### src/rtl/screen_drawer.sv
// Sweeps the 160x120 frame for the requested SCREEN image through a synchronous ROM into the VGA plot port.
// Optional transparency skipping is compiled in with `define SCREEN_DRAWER_TRANSPARENT_EN.
module screen_drawer #(
   parameter int WIDTH       = 160,
   parameter int HEIGHT      = 120,
   parameter int COLOUR_W    = 3,
   parameter int TRANSPARENT = 0
) (
   input  logic                CLOCK_50,
   input  logic                RESETN,
   input  logic [1:0]          SCREEN,
   output logic [16:0]         ROM_ADDR,
   input  logic [COLOUR_W-1:0] ROM_DATA,
   output logic [7:0]          VGA_X,
   output logic [6:0]          VGA_Y,
   output logic [COLOUR_W-1:0] VGA_COLOUR,
   output logic                VGA_PLOT,
   output logic                DRAW_BUSY,
   output logic                DRAW_DONE
);

   localparam logic [7:0]          X_LAST   = 8'(WIDTH - 1);
   localparam logic [6:0]          Y_LAST   = 7'(HEIGHT - 1);
   localparam logic [COLOUR_W-1:0] TRANSP_C = COLOUR_W'(TRANSPARENT);

   typedef enum logic [1:0] {
      S_IDLE,
      S_SWEEP,
      S_DRAIN,
      S_DONE
   } state_t;

   state_t     state, state_n;
   logic       start, abort, load;
   logic       drain_cnt;
   logic [1:0] cur_scr, drawn_scr;
   logic       drawn_valid;

   logic [7:0] x_p0, x_p1;
   logic [6:0] y_p0, y_p1;
   logic       vld_p0, vld_p1;
   logic       last_p0;
   logic       keep_p1;

   assign last_p0   = (x_p0 == X_LAST) && (y_p0 == Y_LAST);
   assign load      = start || abort;
   assign DRAW_BUSY = (state == S_SWEEP) || (state == S_DRAIN);
   assign DRAW_DONE = (state == S_DONE);

`ifdef SCREEN_DRAWER_TRANSPARENT_EN
   function automatic logic pix_keep(input logic [COLOUR_W-1:0] c);
      return c != TRANSP_C;
   endfunction

   assign keep_p1 = pix_keep(ROM_DATA);
`else
   logic unused_transp;

   assign unused_transp = ^TRANSP_C;
   assign keep_p1       = 1'b1;
`endif

   // A SCREEN change while sweeping or draining restarts the sweep from the new image.
   always_comb begin
      state_n = state;
      start   = 1'b0;
      abort   = 1'b0;
      case (state)
         S_IDLE: begin
            if (!drawn_valid || (SCREEN != drawn_scr)) begin
               start   = 1'b1;
               state_n = S_SWEEP;
            end
         end
         S_SWEEP: begin
            if (SCREEN != cur_scr) begin
               abort = 1'b1;
            end else if (last_p0) begin
               state_n = S_DRAIN;
            end
         end
         S_DRAIN: begin
            if (SCREEN != cur_scr) begin
               abort   = 1'b1;
               state_n = S_SWEEP;
            end else if (drain_cnt) begin
               state_n = S_DONE;
            end
         end
         S_DONE:  state_n = S_IDLE;
         default: state_n = S_IDLE;
      endcase
   end

   always_ff @(posedge CLOCK_50 or negedge RESETN) begin
      if (!RESETN) begin
         state       <= S_IDLE;
         drain_cnt   <= 1'b0;
         cur_scr     <= 2'b00;
         drawn_scr   <= 2'b00;
         drawn_valid <= 1'b0;
      end else begin
         state     <= state_n;
         drain_cnt <= (state == S_DRAIN) ? ~drain_cnt : 1'b0;
         if (load) begin
            cur_scr <= SCREEN;
         end
         if (state == S_DONE) begin
            drawn_scr   <= cur_scr;
            drawn_valid <= 1'b1;
         end
      end
   end

   // Stage p0: ROM address and its pixel coordinates; idx steps by one per pixel.
   always_ff @(posedge CLOCK_50 or negedge RESETN) begin
      if (!RESETN) begin
         ROM_ADDR <= '0;
         x_p0     <= '0;
         y_p0     <= '0;
         vld_p0   <= 1'b0;
      end else if (load) begin
         ROM_ADDR <= {SCREEN, 15'd0};
         x_p0     <= '0;
         y_p0     <= '0;
         vld_p0   <= 1'b1;
      end else if ((state == S_SWEEP) && !last_p0) begin
         ROM_ADDR[14:0] <= ROM_ADDR[14:0] + 15'd1;
         vld_p0         <= 1'b1;
         if (x_p0 == X_LAST) begin
            x_p0 <= '0;
            y_p0 <= y_p0 + 7'd1;
         end else begin
            x_p0 <= x_p0 + 8'd1;
         end
      end else begin
         vld_p0 <= 1'b0;
      end
   end

   // Stage p1: coordinates aligned with ROM_DATA arriving from the ROM.
   always_ff @(posedge CLOCK_50) begin
      x_p1 <= x_p0;
      y_p1 <= y_p0;
   end

   always_ff @(posedge CLOCK_50 or negedge RESETN) begin
      if (!RESETN) begin
         vld_p1 <= 1'b0;
      end else begin
         vld_p1 <= vld_p0 && !abort;
      end
   end

   // Stage p2: registered plot outputs.
   always_ff @(posedge CLOCK_50 or negedge RESETN) begin
      if (!RESETN) begin
         VGA_X      <= '0;
         VGA_Y      <= '0;
         VGA_COLOUR <= '0;
         VGA_PLOT   <= 1'b0;
      end else begin
         VGA_X      <= x_p1;
         VGA_Y      <= y_p1;
         VGA_COLOUR <= ROM_DATA;
         VGA_PLOT   <= vld_p1 && !abort && keep_p1;
      end
   end

endmodule

### config.mk
export PLATFORM = sky130hd
export DESIGN_NAME = screen_drawer
export DESIGN_NICKNAME = d
export VERILOG_FILES = /design/src/rtl/screen_drawer.sv
export SDC_FILE = /design/constraint.sdc
export NUM_CORES = 1
export LEC_CHECK = 0
export BUFFER_PORTS_ARGS = -buffer_cell sky130_fd_sc_hd__buf_2
export CORE_AREA = 2 2 89 91
export DETAILED_ROUTE_END_ITERATION = 8
export DIE_AREA = 0 0 91 93
export SLEW_MARGIN = 20
export SYNTH_ARGS = -nofsm -noshare
export SYNTH_HDL_FRONTEND = slang
export SYNTH_SLANG_ARGS = --single-unit
### constraint.sdc
create_clock -name CLOCK_50 -period 2.7 [get_ports CLOCK_50]
set_clock_uncertainty 0.15 [all_clocks]
set_input_delay 0.135 -clock CLOCK_50 [delete_from_list [all_inputs] [get_ports CLOCK_50]]
set_output_delay 0.135 -clock CLOCK_50 [all_outputs]
set_load 0.01 [all_outputs]
==> impl_metrics.xml, run 1 <==
<?xml version="1.0" encoding="UTF-8"?>
<metrics>
  <group name="outcome">
    <metric name="outcome" unit="">finished clean</metric>
  </group>
  <group name="clock_network">
    <metric name="cts.clk_slew.worst_paths" unit="ns">0.09</metric>
    <metric name="cts_buffer_depth" unit="">2</metric>
    <metric name="cts_tree" unit="">yes</metric>
    <metric name="clkSinkCount" unit="">74</metric>
    <metric name="ctsHtreeMaxLevel" unit="">3</metric>
    <metric name="clock_root_buffer" unit="">clkbuf_8</metric>
    <metric name="count_of_hold_fix_buffers_inserted_at_cts" unit="">6</metric>
    <metric name="post_cts_buffers" unit="">0</metric>
    <metric name="clk-insertion-delay-late" unit="ns">0.36</metric>
    <metric name="cts_made_buffers" unit="">9</metric>
    <metric name="cts_resized" unit="">0</metric>
  </group>
  <group name="global_routing">
    <metric name="antenna_found_initial" unit="">0</metric>
    <metric name="grt-ovfl-total" unit="">0</metric>
    <metric name="wire_length_of_the_first_global_routing_pass" unit="µm">9020</metric>
    <metric name="maximum_number_of_pins_on_one_net_before_global_route_repair" unit="">43</metric>
    <metric name="grt_util_all_layers" unit="%">13.6</metric>
    <metric name="grt_pass1_vias" unit="">1935</metric>
  </group>
  <group name="final_layout">
    <metric name="layout-drive-gt1-share" unit="%">23.6</metric>
    <metric name="final_core_util" unit="%">47.0</metric>
    <metric name="finish.net_count" unit="">322</metric>
    <metric name="num-fill-cells" unit="">736</metric>
    <metric name="antenna_cells" unit="">0</metric>
    <metric name="syn2layout_area_growth" unit="%">20.2</metric>
  </group>
  <group name="critical_path">
    <metric name="critPathKind" unit="">flip-flop to flip-flop</metric>
    <metric name="timing.reg2reg.setup_slack" unit="ns">0.41</metric>
    <metric name="r2r.worst_path.cells" unit="">5</metric>
    <metric name="regToRegEndpoint" unit="">y_p0[5]</metric>
    <metric name="critPathMaxStageDelay" unit="ns">0.55</metric>
    <metric name="worst_r2r_startpoint" unit="">x_p0[0]</metric>
    <metric name="startpoint_type" unit="">flip-flop</metric>
    <metric name="critPathRequiredTime" unit="ns">2.83</metric>
    <metric name="cp_max_fo" unit="">10</metric>
    <metric name="critical_path_arrival" unit="ns">2.42</metric>
    <metric name="crit_path_start" unit="">x_p0[0]</metric>
    <metric name="crit_slowest_cell" unit="">or4_1</metric>
    <metric name="setup.worst_path.end_class" unit="">flip-flop</metric>
    <metric name="critical_path.cell_chain" unit="">ha_1 &gt; and4_1 &gt; o2111ai_2 &gt; or4_1 &gt; a21oi_1</metric>
  </group>
  <group name="routing">
    <metric name="finalWirelength" unit="µm">5420</metric>
    <metric name="detail_route.first_pass.iterations" unit="">4</metric>
    <metric name="avgViaCountPerCell" unit="">5.18</metric>
    <metric name="ant_nets" unit="">0</metric>
    <metric name="first_iter_violations" unit="">134</metric>
    <metric name="drcViolationCount" unit="">0</metric>
    <metric name="vias" unit="">2149</metric>
    <metric name="detail_route.wl_per_cell" unit="µm">13.1</metric>
  </group>
  <group name="die">
    <metric name="rows" unit="">32</metric>
    <metric name="initial_utilization" unit="%">39.1</metric>
    <metric name="fp.coreArea" unit="µm²">7530</metric>
    <metric name="fp.dieArea" unit="µm²">8460</metric>
    <metric name="die-height" unit="µm">93</metric>
    <metric name="ios" unit="">45</metric>
    <metric name="die_x" unit="µm">91</metric>
  </group>
  <group name="timing">
    <metric name="max-slew-margin-rel" unit="%">38.3</metric>
    <metric name="final_period_minus_worst_setup_slack" unit="ns">2.29</metric>
    <metric name="hold_viol" unit="">0</metric>
    <metric name="tightest_slew" unit="ns">0.925</metric>
    <metric name="finalHoldWorstSlack" unit="ns">0.171</metric>
    <metric name="tns" unit="ns">0</metric>
    <metric name="setup_repair_after_global_routing_missed_its_margin" unit="">false</metric>
    <metric name="period_share" unit="%">84.7</metric>
    <metric name="maxClockFrequency" unit="MHz">437</metric>
    <metric name="setup_viol_count_final" unit="">0</metric>
    <metric name="drv_slew" unit="">0</metric>
  </group>
  <group name="min_path">
    <metric name="min_from" unit="">y_p1[3]</metric>
    <metric name="timing.hold.worst_endpoint" unit="">VGA_Y[3]</metric>
    <metric name="hold_depth" unit="">0</metric>
    <metric name="worst_hold_path_type" unit="">flip-flop to flip-flop</metric>
  </group>
  <group name="synthesis">
    <metric name="synth-seq-area-share" unit="%">60.4</metric>
    <metric name="post_synth.cell_area_avg" unit="µm²">11.8</metric>
    <metric name="synth_fp_nets" unit="">264</metric>
    <metric name="synth_enable_flop_cells" unit="">0</metric>
    <metric name="post_synth_arst_share" unit="%">79.7</metric>
    <metric name="synthesis.area" unit="µm²">2940</metric>
    <metric name="synth.largest_area_cell" unit="">dfrtp_1</metric>
    <metric name="synthMostInstantiatedCell" unit="">dfrtp_1</metric>
    <metric name="yosys.cell_types.count" unit="">42</metric>
    <metric name="post-synth-top-area-fraction" unit="%">50.2</metric>
    <metric name="netlist_top_cells_count" unit="">dfrtp_1, a21oi_1, dfxtp_1, nand3_1, or3_1</metric>
    <metric name="synth-seq-cells" unit="">74</metric>
    <metric name="synth.area.top_cells" unit="">dfrtp_1, dfxtp_1, a21oi_1, ha_1, or3_1</metric>
    <metric name="synth_cells" unit="">250</metric>
    <metric name="synth-warning-count" unit="">0</metric>
    <metric name="ys.flop_type" unit="">dfrtp_1</metric>
  </group>
  <group name="power">
    <metric name="vdd.ir_drop.worst" unit="mV">0.724</metric>
    <metric name="total_power" unit="W">0.00305</metric>
    <metric name="reported_leakage_power" unit="nW">1.59</metric>
    <metric name="power_density_cells" unit="nW/µm²">863</metric>
  </group>
  <group name="placed_design">
    <metric name="dp.final_hpwl" unit="µm">3580</metric>
    <metric name="routability_congestion" unit="">0.762</metric>
    <metric name="portBuffers" unit="">44</metric>
  </group>
  <group name="run">
    <metric name="max-cap-violations" unit="">0</metric>
  </group>
</metrics>
-- logic make-up (layout without fill, tap and decap cells) --
| group | after synthesis | count (layout) | synth area share [%] |
|---|---|---|---|
| fa+ha+maj | 7 | 7 | 2.98 |
| xor+xnor | 7 | 7 | 2.09 |
| mux | 8 | 8 | 2.89 |
| buf+inv | 16 | 79 | 2.64 |
| simple gates | 79 | 79 | 15.6 |
| flops | 74 | 74 | 60.4 |
| compound gates | 59 | 59 | 13.4 |
-- placed cells by master, fill, tap and decap left out, drive strengths merged, types with 2 or more instances in the layout --
cell type / n
a21oi: 23
a31oi: 3
and2: 2
and3: 3
and4: 3
buf: 49
clkbuf: 9
clkinvlp: 3
dfrtp: 59
dfxtp: 15
dlygate4sd3: 6
ha: 7
inv: 12
mux2: 4
mux2i: 4
nand2: 11
nand2b: 3
nand3: 13
nand4: 9
nor2: 9
o2111ai: 2
o21ai: 12
o31ai: 9
o41ai: 2
or3: 12
or4: 10
xnor2: 4
xor2: 3
-- worst max-delay path: cells and delay by family (launching register included) --
family	cells	cell delay, ns
DFF	1	0.45
and+or+nand+nor	2	0.91
adders and majority gates	1	0.24
AOI/OAI and AO/OA	2	0.47
-- cell type report --
class / count / area, µm² / share of cell area, %
sequential: 74 / 1780 / 50.3
inverter: 8 / 30.0 / 0.850
tap: 102 / 128 / 3.61
multi-input combinational: 160 / 1090 / 30.7
clock inverter: 7 / 60.1 / 1.70
timing repair buffer: 55 / 330 / 9.35
clock buffer: 9 / 124 / 3.50
-- routing by layer --
layer	vias up	track usage (%)	routed length, µm
li1	1049	-	-
met2	54	20.5	2510
met4	0	9.72	164
met5	-	0	0
met1	1032	17.6	2520
met3	14	2.82	218
-- stage by stage --
| step | area (µm²) | worst slack [ns] | instances |
|---|---|---|---|
| floorplan | 2940 | 0.543 | 250 |
| global placement | 3290 | 0.481 | 393 |
| detailed placement | 3290 | 0.467 | 393 |
| global route | 3530 | 0.276 | 415 |
| finish | 3530 | 0.412 | 415 |
| CTS | 3530 | 0.436 | 415 |
-- registers in the layout, indices dropped and copies added, names as in the netlist --
signal,count
y_p1,7
VGA_PLOT,1
drawn_valid,1
vld_p0,1
ROM_ADDR,17
drain_cnt,1
vld_p1,1
x_p0,8
VGA_Y,7
VGA_COLOUR,3
VGA_X,8
drawn_scr,2
y_p0,7
x_p1,8
state,2
-- where the power goes --
part / switching, W / total, W / internal (W)
Clock: 0.000451 / 0.000800 / 0.000349
Combinational: 0.000582 / 0.000961 / 0.000380
Sequential: 0.0000721 / 0.00129 / 0.00122
Total: 0.00111 / 0.00305 / 0.00195
-- how the worst max path moves through the flow --
stage / endpoint / slack, ns / cells after the start
final: y_p0[5] / 0.41 / 5
after global routing: state[0] / 0.28 / 6
after CTS: y_p0[5] / 0.44 / 5
after detailed placement: y_p0[5] / 0.47 / 5
after global placement: state[0] / 0.48 / 6
after floorplan: ROM_ADDR[1] / 0.54 / 7
(Power assumes the default switching activity.)
==> inputs of run 2 (changes only) <==
==> constraint.sdc (replaced) <==
create_clock -name CLOCK_50 -period 2 [get_ports CLOCK_50]
set_clock_uncertainty 0.15 [all_clocks]
set_input_delay 0.1 -clock CLOCK_50 [delete_from_list [all_inputs] [get_ports CLOCK_50]]
set_output_delay 0.1 -clock CLOCK_50 [all_outputs]
set_load 0.01 [all_outputs]
==> run 2 against run 1 <==
Effect of this change: the run now ends with negative setup slack left; final cell count up 6.0%; via count up 5.1%; sequential cell count unchanged; first-iteration DRC count down 57%; power up 49%; wire length up 8.4%; sequential power up 35%; hold slack worse by 0.078 ns; combinational power up 72%; critical path type unchanged.
==> impl_metrics.xml, run 2 (same netlist as run 1, synthesis figures left out) <==
<?xml version="1.0" encoding="UTF-8"?>
<metrics>
  <group name="die">
    <metric name="initial_utilization" unit="%">39.1</metric>
    <metric name="fp.coreArea" unit="µm²">7530</metric>
    <metric name="rows" unit="">32</metric>
    <metric name="die_x" unit="µm">91</metric>
    <metric name="ios" unit="">45</metric>
    <metric name="fp.dieArea" unit="µm²">8460</metric>
    <metric name="die-height" unit="µm">93</metric>
  </group>
  <group name="critical_path">
    <metric name="startpoint_type" unit="">flip-flop</metric>
    <metric name="worst-path-buf-inv" unit="">2</metric>
    <metric name="cp_top_family" unit="">simple AND/OR/NAND/NOR gates</metric>
    <metric name="critical_path_arrival" unit="ns">2.18</metric>
    <metric name="crit_slowest_cell" unit="">or4_4</metric>
    <metric name="setup.worst_path.end_class" unit="">flip-flop</metric>
    <metric name="critPathMaxStageDelay" unit="ns">0.51</metric>
    <metric name="critPathRequiredTime" unit="ns">2.14</metric>
    <metric name="cp_max_fo" unit="">9</metric>
    <metric name="critical_path.cell_chain" unit="">ha_2 &gt; nand4_1 &gt; o41ai_4 &gt; buf_4 &gt; clkbuf_16 &gt; or4_4 &gt; a21oi_2</metric>
    <metric name="critPathKind" unit="">flip-flop to flip-flop</metric>
  </group>
  <group name="timing">
    <metric name="final_period_minus_worst_setup_slack" unit="ns">2.04</metric>
    <metric name="max-slew-margin-rel" unit="%">66.5</metric>
    <metric name="maxClockFrequency" unit="MHz">489</metric>
    <metric name="drv_slew" unit="">0</metric>
    <metric name="period_share" unit="%">102</metric>
    <metric name="hold_viol" unit="">0</metric>
    <metric name="tns" unit="ns">-0.194</metric>
    <metric name="tightest_slew" unit="ns">0.503</metric>
    <metric name="setup_viol_count_final" unit="">10</metric>
    <metric name="setup_repair_after_global_routing_missed_its_margin" unit="">true</metric>
    <metric name="finalHoldWorstSlack" unit="ns">0.0929</metric>
    <metric name="final.setup.worst_slack" unit="ns">-0.0449</metric>
  </group>
  <group name="global_routing">
    <metric name="grt_util_all_layers" unit="%">14.4</metric>
    <metric name="wire_length_of_the_first_global_routing_pass" unit="µm">9450</metric>
    <metric name="maximum_number_of_pins_on_one_net_before_global_route_repair" unit="">38</metric>
    <metric name="grt-ovfl-total" unit="">0</metric>
    <metric name="antenna_found_initial" unit="">0</metric>
    <metric name="grt_pass1_vias" unit="">2082</metric>
  </group>
  <group name="placed_design">
    <metric name="post-place-cells" unit="">414</metric>
    <metric name="placed_cell_area" unit="µm²">3470</metric>
    <metric name="routability_congestion" unit="">0.785</metric>
    <metric name="dp.final_hpwl" unit="µm">3730</metric>
    <metric name="portBuffers" unit="">44</metric>
  </group>
  <group name="power">
    <metric name="reported_leakage_power" unit="nW">1.75</metric>
    <metric name="power_density_cells" unit="nW/µm²">1180</metric>
    <metric name="vdd.ir_drop.worst" unit="mV">0.998</metric>
  </group>
  <group name="final_layout">
    <metric name="final_common_cell" unit="">dfrtp_1</metric>
    <metric name="layout.cells.non_filler" unit="">440</metric>
    <metric name="syn2layout_area_growth" unit="%">31.5</metric>
    <metric name="final_design_area_no_fill" unit="µm²">3870</metric>
    <metric name="largest_register_ffs" unit="">17</metric>
    <metric name="largest_register" unit="">ROM_ADDR</metric>
    <metric name="antenna_cells" unit="">0</metric>
    <metric name="final_core_util" unit="%">51.4</metric>
    <metric name="finish.net_count" unit="">347</metric>
    <metric name="layout-drive-gt1-share" unit="%">33.7</metric>
    <metric name="layout.cells.most_common_list" unit="">dfrtp_1, buf_2, buf_4</metric>
  </group>
  <group name="clock_network">
    <metric name="cts_tree" unit="">yes</metric>
    <metric name="cts_buffer_depth" unit="">2</metric>
    <metric name="clkSinkCount" unit="">74</metric>
    <metric name="clock_root_buffer" unit="">clkbuf_8</metric>
    <metric name="ctsHtreeMaxLevel" unit="">3</metric>
    <metric name="cts_made_buffers" unit="">9</metric>
    <metric name="clk-insertion-delay-late" unit="ns">0.35</metric>
    <metric name="cts.clk_slew.worst_paths" unit="ns">0.08</metric>
  </group>
  <group name="routing">
    <metric name="detail_route.first_pass.iterations" unit="">4</metric>
    <metric name="detail_route.wl_per_cell" unit="µm">13.4</metric>
    <metric name="wl_met3" unit="µm">210</metric>
    <metric name="ant_nets" unit="">0</metric>
    <metric name="met2WireLength" unit="µm">2750</metric>
    <metric name="routed.top_layer" unit="">met4</metric>
    <metric name="drcViolationCount" unit="">0</metric>
    <metric name="avgViaCountPerCell" unit="">5.13</metric>
    <metric name="vias" unit="">2258</metric>
    <metric name="first_iter_violations" unit="">58</metric>
    <metric name="finalWirelength" unit="µm">5880</metric>
    <metric name="route.layer.met1.wl" unit="µm">2780</metric>
  </group>
  <group name="min_path">
    <metric name="worst_hold_path_type" unit="">input pin to asynchronous set/reset pin</metric>
  </group>
  <group name="run">
    <metric name="max-cap-violations" unit="">0</metric>
  </group>
  <group name="outcome">
    <metric name="outcome" unit="">finished, violations left</metric>
    <metric name="failed_checks" unit="">negative setup slack</metric>
  </group>
</metrics>
## run 2: cell count changes in the layout (fill, tap and decap cells not counted), moves of 2 or more
cell / delta
or4_4: +3
buf_6: +2
ha_2: +2
or4_1: -3
a21oi_1: -4
ha_1: -3
buf_4: +20
a21oi_2: +4
buf_12: +2
## run 2: area by class of cell
cell class | instances | area [µm²]
well taps | 102 | 128
multi-input cells | 160 | 1160
repair buffers | 80 | 568
flip-flops and latches | 74 | 1780
clock inverters | 7 | 76.3
clock buffers | 9 | 124
inverters | 8 | 30.0
fillers | 701 | 3660
## run 2: worst register-to-register path: stages, from the launching register on
cell,delay [ns]
dfrtp_1,0.39
ha_2,0.20
nand4_1,0.17
o41ai_4,0.13
buf_4,0.16
clkbuf_16,0.15
or4_4,0.51
a21oi_2,0.13
## run 2: final timing paths
path | depth (start not counted) | slack (ns) | start | to
max | 7 | -0.04 | y_p0[1] | ROM_ADDR[7]
min | 2 | 0.09 | RESETN | ROM_ADDR[0]
max reg2reg | 7 | -0.04 | y_p0[1] | ROM_ADDR[7]
min reg2reg | 0 | 0.18 | x_p1[3] | VGA_X[3]
max in group asynchronous | 3 | 1.04 | RESETN | y_p0[5]
min in group CLOCK_50 | 0 | 0.18 | x_p1[3] | VGA_X[3]
## run 2: report_power, final
group | internal (W) | switching [W] | leakage [nW]
Sequential | 0.00164 | 0.0000918 | 0.912
Clock | 0.000586 | 0.000590 | 0.0966
Combinational | 0.000743 | 0.000903 | 0.743
## run 2: what timing repair did
| action | in CTS | in global routing |
|---|---|---|
| resized for setup | 5 | 13 |
| setup buffers | 0 | 2 |
| hold endpoints to repair | 64 | 0 |
| pin swaps | 3 | 8 |
| hold buffers | 6 | 0 |
| endpoints found under the setup margin | 7 | 13 |
| gates cloned | 0 | 2 |
## run 2: per-stage QoR
| step | power (W) | worst slack, ns |
|---|---|---|
| after CTS | 0.00441 | 0.0203 |
| after global routing | 0.00482 | -0.0934 |
| after global placement | 0.00317 | 0.00654 |
| final | 0.00456 | -0.0449 |
| after detailed placement | 0.00319 | -0.0318 |
| after floorplan | 0.00267 | -0.157 |
## run 2: per-layer routing
metal	global-route usage, %	vias to the layer above
li1	-	1102
met1	18.5	1101
met2	21.7	44
met3	4.11	11
met4	8.21	0
met5	0	-
==> inputs of run 3 (changes only) <==
--- a/config.mk
+++ b/config.mk
@@ -6,9 +6,10 @@
 export NUM_CORES = 1
 export LEC_CHECK = 0
 export BUFFER_PORTS_ARGS = -buffer_cell sky130_fd_sc_hd__buf_2
-export CORE_AREA = 2 2 89 91
+export CORE_AREA = 4 4 91 93
 export DETAILED_ROUTE_END_ITERATION = 8
-export DIE_AREA = 0 0 91 93
+export DIE_AREA = 0 0 95 97
+export MAX_ROUTING_LAYER = met4
 export SLEW_MARGIN = 20
 export SYNTH_ARGS = -nofsm -noshare
 export SYNTH_HDL_FRONTEND = slang
==> run 3 against run 2 <==
Effect of this change: the flow now finishes without violations; via count is 2.5% lower; hold slack better by 0.016 ns; sequential share of layout area is 0.79 points higher; sequential power hardly changed; setup slack better by 0.059 ns; final area is 1.6% lower; critical path type unchanged; critical endpoint is now x_p0[1].
==> impl_metrics.xml, run 3 (same netlist as run 1, synthesis figures left out) <==
<?xml version="1.0" encoding="UTF-8"?>
<metrics>
  <group name="global_routing">
    <metric name="wire_length_of_the_first_global_routing_pass" unit="µm">9920</metric>
    <metric name="maximum_number_of_pins_on_one_net_before_global_route_repair" unit="">38</metric>
    <metric name="grt_pass1_vias" unit="">2058</metric>
    <metric name="antenna_found_initial" unit="">0</metric>
    <metric name="grt-ovfl-total" unit="">0</metric>
    <metric name="grt_util_all_layers" unit="%">13.9</metric>
  </group>
  <group name="critical_path">
    <metric name="critPathKind" unit="">flip-flop to flip-flop</metric>
    <metric name="setup.worst_path.end_class" unit="">flip-flop</metric>
    <metric name="crit_slowest_cell" unit="">o41ai_4</metric>
    <metric name="timing.reg2reg.setup_slack" unit="ns">0.01</metric>
    <metric name="worst_r2r_startpoint" unit="">x_p0[7]</metric>
    <metric name="startpoint_type" unit="">flip-flop</metric>
    <metric name="critical_path.cell_chain" unit="">or3b_4 &gt; o41ai_4 &gt; buf_12 &gt; mux2i_1 &gt; nor2_1</metric>
    <metric name="r2r.worst_path.cells" unit="">5</metric>
    <metric name="critPathRequiredTime" unit="ns">2.09</metric>
    <metric name="critPathMaxStageDelay" unit="ns">0.42</metric>
    <metric name="regToRegEndpoint" unit="">x_p0[1]</metric>
    <metric name="critical_path_arrival" unit="ns">2.08</metric>
    <metric name="cp_max_fo" unit="">36</metric>
  </group>
  <group name="placed_design">
    <metric name="placed_cell_area" unit="µm²">3470</metric>
    <metric name="post-place-cells" unit="">413</metric>
    <metric name="routability_congestion" unit="">0.836</metric>
    <metric name="portBuffers" unit="">44</metric>
    <metric name="dp.final_hpwl" unit="µm">3880</metric>
  </group>
  <group name="timing">
    <metric name="max-slew-margin-rel" unit="%">63.3</metric>
    <metric name="final_period_minus_worst_setup_slack" unit="ns">1.99</metric>
    <metric name="hold_viol" unit="">0</metric>
    <metric name="setup_viol_count_final" unit="">0</metric>
    <metric name="period_share" unit="%">99.3</metric>
    <metric name="tightest_slew" unit="ns">0.550</metric>
    <metric name="tns" unit="ns">0</metric>
    <metric name="maxClockFrequency" unit="MHz">504</metric>
    <metric name="finalHoldWorstSlack" unit="ns">0.109</metric>
    <metric name="drv_slew" unit="">0</metric>
    <metric name="setup_repair_after_global_routing_missed_its_margin" unit="">true</metric>
  </group>
  <group name="routing">
    <metric name="drcViolationCount" unit="">0</metric>
    <metric name="detail_route.wl_per_cell" unit="µm">13.1</metric>
    <metric name="avgViaCountPerCell" unit="">5.04</metric>
    <metric name="vias" unit="">2201</metric>
    <metric name="finalWirelength" unit="µm">5740</metric>
    <metric name="ant_nets" unit="">0</metric>
    <metric name="detail_route.first_pass.iterations" unit="">4</metric>
    <metric name="first_iter_violations" unit="">125</metric>
  </group>
  <group name="final_layout">
    <metric name="largest_register" unit="">ROM_ADDR</metric>
    <metric name="antenna_cells" unit="">0</metric>
    <metric name="syn2layout_area_growth" unit="%">29.4</metric>
    <metric name="layout.cells.most_common_list" unit="">dfrtp_1, buf_2, buf_4</metric>
    <metric name="layout-drive-gt1-share" unit="%">31.6</metric>
    <metric name="num-fill-cells" unit="">695</metric>
    <metric name="final_design_area_no_fill" unit="µm²">3800</metric>
    <metric name="largest_register_ffs" unit="">17</metric>
    <metric name="final_common_cell" unit="">dfrtp_1</metric>
    <metric name="finish.net_count" unit="">344</metric>
    <metric name="final_core_util" unit="%">50.5</metric>
    <metric name="layout.cells.non_filler" unit="">437</metric>
  </group>
  <group name="clock_network">
    <metric name="cts_made_buffers" unit="">9</metric>
    <metric name="cts.clk_slew.worst_paths" unit="ns">0.09</metric>
    <metric name="cts_tree" unit="">yes</metric>
    <metric name="cts_buffer_depth" unit="">2</metric>
    <metric name="ctsHtreeMaxLevel" unit="">3</metric>
    <metric name="clk-insertion-delay-late" unit="ns">0.35</metric>
    <metric name="clock_root_buffer" unit="">clkbuf_8</metric>
    <metric name="clkSinkCount" unit="">74</metric>
  </group>
  <group name="die">
    <metric name="fp.coreArea" unit="µm²">7530</metric>
    <metric name="die_x" unit="µm">95</metric>
    <metric name="initial_utilization" unit="%">39.1</metric>
    <metric name="die-height" unit="µm">97</metric>
    <metric name="ios" unit="">45</metric>
    <metric name="fp.dieArea" unit="µm²">9220</metric>
    <metric name="rows" unit="">32</metric>
  </group>
  <group name="outcome">
    <metric name="outcome" unit="">finished clean</metric>
  </group>
  <group name="power">
    <metric name="reported_leakage_power" unit="nW">1.73</metric>
    <metric name="power_density_cells" unit="nW/µm²">1160</metric>
    <metric name="vdd.ir_drop.worst" unit="mV">1.18</metric>
  </group>
  <group name="min_path">
    <metric name="worst_hold_path_type" unit="">input pin to asynchronous set/reset pin</metric>
  </group>
  <group name="run">
    <metric name="max-cap-violations" unit="">0</metric>
  </group>
</metrics>
-- run 3: cell count changes in the layout (fill, tap and decap cells not counted), sizes merged --
cell,previous run,this run
buf,73,71
clkbuf,10,9
clkinv,1,0
inv,11,12
-- run 3: how the worst max path moves through the flow --
| stage | from | end | slack, ns |
|---|---|---|---|
| after global routing | x_p0[7] | ROM_ADDR[1] | -0.07 |
| after floorplan | y_p0[0] | ROM_ADDR[1] | -0.16 |
| after CTS | x_p0[7] | x_p0[1] | -0.003 |
| final | x_p0[7] | x_p0[1] | 0.01 |
| after global placement | y_p0[0] | y_p0[2] | 0.02 |
| after detailed placement | y_p0[0] | y_p0[2] | -0.007 |
-- run 3: final cells by class --
cell class | instances | area, µm² | area share (%)
multi-input cells | 160 | 1140 | 29.9
flip-flops and latches | 74 | 1780 | 46.7
well taps | 102 | 128 | 3.36
clock buffers | 9 | 124 | 3.26
inverters | 8 | 30.0 | 0.789
clock inverters | 7 | 82.6 | 2.17
repair buffers | 77 | 524 | 13.8
-- run 3: repair_timing --
| item | CTS | global route |
|---|---|---|
| gates resized for setup | 2 | 12 |
| hold endpoints to repair | 27 | 0 |
| hold buffers | 6 | 0 |
| pin swaps | 1 | 3 |
| setup endpoints to repair | 9 | 25 |
| buffers inserted | 1 | 1 |
-- run 3: report_power, final --
group	internal [W]	switching, W	total [W]
clock	0.000597	0.000599	0.00120
sequential	0.00164	0.0000862	0.00173
combinational	0.000644	0.000838	0.00148
-- run 3: per-stage QoR --
stage                     setup slack, ns  total power (W)
final                              0.0144          0.00441
after floorplan                    -0.157          0.00267
after CTS                        -0.00324          0.00444
after global placement             0.0153          0.00320
after detailed placement         -0.00696          0.00321
after global routing              -0.0683          0.00470
-- run 3: critical path, delay by kind of cell, from the launching register on --
family,cells,cell delay (ns)
AND/OR/NAND/NOR,2,0.45
multiplexers,1,0.20
buffers and inverters,1,0.23
AO/OA/AOI/OAI,1,0.42
flip-flops,1,0.41
-- run 3: layer usage --
metal  vias up  GRT usage, %  routed length (µm)
li1       1091             -                   -
met2        46          20.1                2760
met1      1058          18.5                2640
met5         -             -                   0
met3         6          4.51                 266
met4         0          4.66                  76
